**src/rtl/stdp_synapse.sv**
```systemverilog
// ============================================================================
// stdp_synapse : pair-based STDP synapse with clamped 8-bit weight
// Revision     : 1.0 - initial release
// ============================================================================
`default_nettype none

module stdp_synapse #(
   parameter logic [7:0] W_INIT = 8'd16,
   parameter logic [7:0] W_MAX  = 8'd255,
   parameter logic [7:0] W_MIN  = 8'd0
) (
   input  logic       clk,
   input  logic       rst_n,
   input  logic       ena,
   input  logic       pre_spike,
   input  logic       post_spike,
   output logic [7:0] weight,
   output logic [7:0] syn_current,
   output logic       update_flag,
   output logic [3:0] time_diff
);

   logic [3:0] pre_age;
   logic [3:0] post_age;
   logic       pre_valid;
   logic       post_valid;

   logic       ltp;
   logic       ltd;
   logic [7:0] ltp_delta;
   logic [7:0] ltd_delta;
   logic [8:0] ltp_sum;
   logic [8:0] ltd_diff;
   logic [7:0] next_weight;

   function automatic logic [7:0] delta_of(input logic [3:0] k);
      logic [7:0] d;
      case (k)
         4'd1, 4'd2:               d = 8'd16;
         4'd3, 4'd4:               d = 8'd8;
         4'd5, 4'd6, 4'd7, 4'd8:   d = 8'd4;
         default:                  d = 8'd2;
      endcase
      return d;
   endfunction

   // Coincident spikes cancel each other: neither LTP nor LTD fires.
   always_comb begin
      ltp         = post_spike & ~pre_spike & pre_valid;
      ltd         = pre_spike & ~post_spike & post_valid;
      ltp_delta   = delta_of(pre_age);
      ltd_delta   = delta_of(post_age);
      ltp_sum     = {1'b0, weight} + {1'b0, ltp_delta};
      ltd_diff    = {1'b0, weight} - {1'b0, ltd_delta};
      next_weight = weight;
      if (ltp) begin
         next_weight = (ltp_sum > {1'b0, W_MAX}) ? W_MAX : ltp_sum[7:0];
      end else if (ltd) begin
         next_weight = (ltd_diff[8] || (ltd_diff[7:0] < W_MIN)) ? W_MIN : ltd_diff[7:0];
      end
   end

   always_ff @(posedge clk) begin
      if (!rst_n) begin
         weight      <= W_INIT;
         syn_current <= 8'd0;
         update_flag <= 1'b0;
         time_diff   <= 4'd0;
         pre_age     <= 4'd0;
         post_age    <= 4'd0;
         pre_valid   <= 1'b0;
         post_valid  <= 1'b0;
      end else if (ena) begin
         weight      <= next_weight;
         update_flag <= ltp | ltd;
         syn_current <= pre_spike ? weight : 8'd0;
         if (ltp) begin
            time_diff <= pre_age;
         end else if (ltd) begin
            time_diff <= post_age;
         end

         // A consumed trace is retired so each spike pairs at most once.
         if (pre_spike) begin
            pre_age   <= 4'd1;
            pre_valid <= 1'b1;
         end else if (pre_valid) begin
            if (ltp || (pre_age == 4'd15)) begin
               pre_valid <= 1'b0;
            end else begin
               pre_age <= pre_age + 4'd1;
            end
         end

         if (post_spike) begin
            post_age   <= 4'd1;
            post_valid <= 1'b1;
         end else if (post_valid) begin
            if (ltd || (post_age == 4'd15)) begin
               post_valid <= 1'b0;
            end else begin
               post_age <= post_age + 4'd1;
            end
         end
      end
   end

endmodule

`default_nettype wire

```
**config.mk**
```make
export PLATFORM = sky130hd
export DESIGN_NAME = stdp_synapse
export DESIGN_NICKNAME = d
export VERILOG_FILES = /design/src/rtl/stdp_synapse.sv
export SDC_FILE = /design/constraint.sdc
export NUM_CORES = 1
export LEC_CHECK = 0
export BUFFER_PORTS_ARGS = -buffer_cell sky130_fd_sc_hd__buf_2
export CAP_MARGIN = 25
export CORE_ASPECT_RATIO = 2
export CORE_MARGIN = 2
export CORE_UTILIZATION = 30
export CTS_BUF_LIST = sky130_fd_sc_hd__clkbuf_16
export DETAILED_ROUTE_END_ITERATION = 10
export PLACE_DENSITY = 0.51
export SLEW_MARGIN = 25
export SYNTH_ARGS = -nofsm -noshare
export SYNTH_HDL_FRONTEND = slang
export SYNTH_SLANG_ARGS = --single-unit
```
**constraint.sdc**
```tcl
create_clock -name clk -period 2.2 [get_ports clk]
set_clock_uncertainty 0.1 [all_clocks]
set_input_delay 0.44 -clock clk [delete_from_list [all_inputs] [get_ports clk]]
set_output_delay 0.44 -clock clk [all_outputs]
set_load 0.005 [all_outputs]
```
After elaboration in Yosys (flattened, before gate mapping)
Memories as Yosys holds them, arrays and structs flattened. A register that Yosys moved wholly into a read port is not among the register bits.
Index checks and enable logic that the tools add are counted.
{"block": "op_classes", "add_sub_neg": 4, "multipliers": 0, "div": 0, "magnitude_cmp": 2, "n_eq_ne": 4, "shift": 0, "n_mux": 23, "bitwise": 7, "reduce_logical": 9}
{"cell": "$mux 4", "n": 12}
{"cell": "$mux 8", "n": 5}
{"cell": "$add 8x8->9", "n": 1}
{"cell": "$gt 9x8->1 const B", "n": 1}
{"cell": "$sub 8x8->9", "n": 1}
{"cell": "$add 4x1->4 const B", "n": 2}
{"cell": "$eq 4x4->1 const B", "n": 2}
{"cell": "$lt 8x1->1 const B", "n": 1}
{"cell": "$mux 1", "n": 6}
{"cell": "$reduce_and 3->1", "n": 2}
{"cell": "$reduce_bool 2->1", "n": 3}
{"cell": "$and 1x1->1", "n": 4}
{"cell": "$ne 2x2->1 const B", "n": 2}
{"cell": "$logic_or 1x1->1", "n": 3}
{"cell": "$not 1->1", "n": 2}
{"cell": "$reduce_and 2->1", "n": 1}
{"cell": "$or 1x1->1", "n": 1}
{"block": "word_totals", "reg_bits": 31, "latchBits": 0, "ram_bits": 0, "mem_bits_ro": 128, "inputBits": 5, "out_inout_bits": 21, "elab_cells": 59, "memories": 2}
{"name": "(name not given)", "words": 16, "width": 4, "read_ports": 1, "rd_ports_with_merged_regs": 1, "write_ports": 0, "line_no": "38", "text": "case (k)"}
{"name": "(name not given)", "words": 16, "width": 4, "read_ports": 1, "rd_ports_with_merged_regs": 1, "write_ports": 0, "line_no": "38"}

Logic depth before layout (Yosys ltp)
{"block": "logic_depth", "ltp_word": 9, "ltp_mapped": 10, "mapped_depth_nobuf": 9}

Worst setup path before layout
OpenSTA, ideal clock, no wires.
{"block": "synth_path", "path_kind": "flip-flop to flip-flop", "from": "register weight[1]", "to": "register weight[7]", "setup_ps": 130, "arrival_ps": 1931, "required_time_ps": 1970, "path_slack_ps": 40, "path_stages_with_launch": 10, "n_path_buf": 0, "synth_period_minus_slack_ps": 2160, "cell_sequence": "dfxtp_1 inv_1 ha_1 inv_1 fa_1 a21o_1 a2111oi_1 xor2_1 a22oi_1 a21oi_1"}
{"block": "synth_between", "elab_chain_len": 6, "word_cells_on_any_way": 9, "classes_between": "add/sub: 2; order compare: 2; mux: 4; reduce/logical: 1"}
{"item": "start, declared", "line_no": "17", "text": "output logic [7:0] weight,"}
{"item": "start signal, assigned", "line_no": "74", "text": "weight <= next_weight;"}
{"item": "$sub 8x8->9", "line_no": "54", "text": "ltd_diff = {1'b0, weight} - {1'b0, ltd_delta};"}
{"item": "$lt 8x1->1", "line_no": "59", "text": "next_weight = (ltd_diff[8] || (ltd_diff[7:0] < W_MIN)) ? W_MIN : ltd_diff[7:0];"}
{"item": "$logic_or 1x1->1", "line_no": "59"}
{"item": "$mux 8", "line_no": "59"}
{"item": "$mux 8", "line_no": "58", "text": "end else if (ltd) begin"}
{"item": "$mux 8 *", "line_no": "56", "text": "if (ltp) begin"}
Mark *: on every way between the ends. The rest lies on a longest branch, timed or not. The select of a mux whose other input is x is not followed.
A chain may end at the register's enable or synchronous reset.

Worst setup path after layout
Ends and elaborated chain as after synthesis.

==> summary.txt <==
Setup path
  • Critical path class: register to register
  • Critical Path AT: 2130 ps
  • Max stage delay cell, worst path: fa_2
  • Worst R2R End: weight[7]
  • Worst Setup End Kind: register
  • Crit path max-delay family: adder cells
  • Crit path largest cell delay: 390 ps
  • Cell Chain, Critical Path: buf_4 > ha_1 > fa_2 > a211oi_2 > nor3_1 > xor2_1 > a22oi_1 > a21oi_1
  • FF-to-FF Start: weight[1]
  • CP required: 2270 ps
  • Critical path origin: weight[1]
  • Crit Path Max Fanout: 4
  • Critical Path End: weight[7]
  • Reg2reg setup slack: 130 ps
  • Instance count on the critical path: 8
  • Startpoint types: register
  • Reg2Reg Depth: 8
  • CP Buf/Inv Count: 1

STA
  • Final Hold Fails: 0
  • Crit share post-route: 94.0%
  • Worst Tran Pin Value: 469 ps
  • Final setup vio count: 0
  • Final Critical Period: 2070 ps
  • Rel. slew slack: 68.3%
  • Max-slew violation count: 0
  • Fmax: 484 MHz

Detailed routing
  • WL final: 5720 µm
  • WL per Instance: 14.5 µm
  • Initial DRT Pass Iterations: 4
  • Final ANT Viol Nets: 0
  • DRT iter0 DRCs: 137
  • # DRC: 0
  • DR vias: 2021
  • Via/cell ratio: 5.14

Die
  • Initial core utilization: 30.5%
  • Die area: 0.00801 mm²
  • Die Width: 64.3 µm
  • Die height: 125 µm
  • I/O Pins: 26
  • Core ar.: 0.00716 mm²
  • FP Rows: 44

Yosys
  • Post-synthesis cell count: 252
  • Yosys warning total: 0
  • Synthesized cell area: 0.00218 mm²
  • Sequential share of the synthesized area: 35.8%
  • Synth async-reset ratio: 0%
  • Post-synth EDFFs: 0
  • Share of the synthesized area in the top cell type: 35.8%
  • Synth top area cells: dfxtp_1 (36%), ha_1 (9.2%), a21oi_1 (5.3%)
  • #FFs+latches synth: 39
  • Synth unique cells: 51
  • Post-Syn Nets: 275
  • Count leader, synth: dfxtp_1
  • Synth area leader: dfxtp_1
  • Synth cell count leaders: dfxtp_1 (39), nand2_1 (30), a21oi_1 (23)
  • Syn avg cell area: 8.66 µm²
  • Synth Flop Type: dfxtp_1

Job
  • Max cap viols: 0

Finish
  • Register area: 785 µm²
  • Synthesis-to-finish area growth: 30.3%
  • Ant. Diodes: 0
  • Layout cell share with drive strength beyond 1: 28.2%
  • Cell area after layout: 0.00284 mm²
  • Multi-input gate area: 0.00138 mm²
  • Number of fill cells: 744
  • Finished Layout Cells: 393
  • Nets: 323

Clock network
  • Root Buffer Master: clkbuf_16
  • Num CTS Buffers: 5
  • Hold buffers post-CTS: 0
  • Reg clk slew, reported paths: 60 ps
  • Clk sinks: 39
  • Clock tree buffer depth: 2
  • H-tree depth: 2
  • CTS tree: done
  • Clock Latency Late Sink: 280 ps

Place
  • DP HPWL: 4370 µm
  • Placed cell area: 0.00257 mm²
  • Placed insts: 384
  • Port-buffer cells: 25
  • RePlAce Congestion: 0.847

Power
  • Lkg Pwr: 1.19 nW
  • PD cells: 680 mW/mm²
  • Worst vdd ir: 0.360 mV
  • Tot Pwr: 1.93 mW

Global routing
  • Vias in the first global route: 1874
  • Initial antenna violation count: 0
  • First-pass GRT wire length: 9120 µm
  • GRT overflow: 0
  • Pin count of the biggest net entering global routing: 23
  • Total track usage: 14.4%

Run status
  • Status: finished clean

Worst hold path
  • Hold Path Depth: 2
  • HP Class: register to register
-- cell type report --
type | count | area share [%]
Multi-Input combinational cell | 189 | 48.4
Clock buffer | 5 | 4.40
Tap cell | 92 | 4.05
Timing Repair Buffer | 52 | 11.5
Clock inverter | 3 | 2.38
Inverter | 13 | 1.72
Sequential cell | 39 | 27.6
-- worst min path at each step --
stage,startpoint,end
floorplan,syn_current[6],syn_current[6]
global placement,syn_current[7],syn_current[7]
detailed placement,syn_current[0],syn_current[0]
CTS,syn_current[0],syn_current[0]
global route,syn_current[0],syn_current[0]
finish,syn_current[0],syn_current[0]
-- repair_timing --
| action | in CTS | in global routing |
|---|---|---|
| resized for setup | 2 | 18 |
| setup endpoints to repair | 2 | 9 |
| pin swaps | 0 | 8 |
| setup buffers | 0 | 1 |
-- flip-flops by register name, indices dropped and copies added, names as in the netlist --
| signal | flops |
|---|---|
| post_valid | 1 |
| post_age | 4 |
| update_flag | 1 |
| time_diff | 4 |
| pre_valid | 1 |
| ltd_delta | 4 |
| syn_current | 8 |
| weight | 8 |
| ltp_delta | 4 |
| pre_age | 4 |
-- kinds of logic after synthesis --
kind of cell | after synthesis | share of synthesized area, %
flip-flops | 39 | 35.8
AND/OR/NAND/NOR | 86 | 20.5
multiplexers | 3 | 1.38
buffers and inverters | 24 | 4.42
AO/OA/AOI/OAI | 76 | 24.5
XOR/XNOR | 6 | 2.41
adder cells (fa/ha/maj) | 18 | 11.0
-- placed cells by master, fill, tap and decap left out, drive strengths merged, types with 4 or more instances in the layout --
cell | synthesis | final
nand3 | 10 | 10
nand3b | 4 | 4
nor3 | 5 | 5
xor2 | 4 | 4
a21oi | 24 | 24
clkbuf | 7 | 5
and2 | 7 | 7
o21ai | 8 | 8
a31oi | 5 | 5
a311oi | 4 | 4
nor2 | 15 | 15
buf | 4 | 52
a211oi | 5 | 5
nand2 | 30 | 30
a21boi | 5 | 5
a22oi | 5 | 5
inv | 13 | 13
dfxtp | 39 | 39
ha | 16 | 16
-- worst reg2reg max path: cells and delay by family, from the launching register on --
kind                       cells  cell delay (ps)
AOI/OAI and AO/OA              3              520
buffers and inverters          1              140
DFF                            1              320
adders and majority gates      2              640
and+or+nand+nor                1              100
xor gates and xnor gates       1              140
-- per-layer routing --
| metal | share of wire [%] | track usage [%] | vias to the layer above | routed length (µm) |
|---|---|---|---|---|
| met5 | 0 | 0 | - | 0 |
| met1 | 47 | 19.2 | 958 | 2670 |
| met3 | 4.0 | 2.62 | 4 | 227 |
| met2 | 48 | 23.8 | 47 | 2770 |
| met4 | 0.84 | 3.63 | 0 | 48 |
| li1 | - | - | 1012 | - |
-- metrics by stage --
stage | setup TNS, ps | hold slack (ps) | util (%) | worst slack [ps]
global route | -4.56 | 376 | 39.7 | -4.56
detailed placement | -115 | 350 | 35.9 | -115
global placement | -6.15 | 344 | 35.9 | -6.15
CTS | 0 | 360 | 38.8 | 19.3
floorplan | 0 | 357 | - | 39.5
finish | 0 | 358 | 39.7 | 132
-- power breakdown --
part	switching, mW	internal, mW
Combinational	0.133	0.112
Sequential	0.0214	0.728
Clock	0.289	0.649
(Power assumes the default switching activity.)
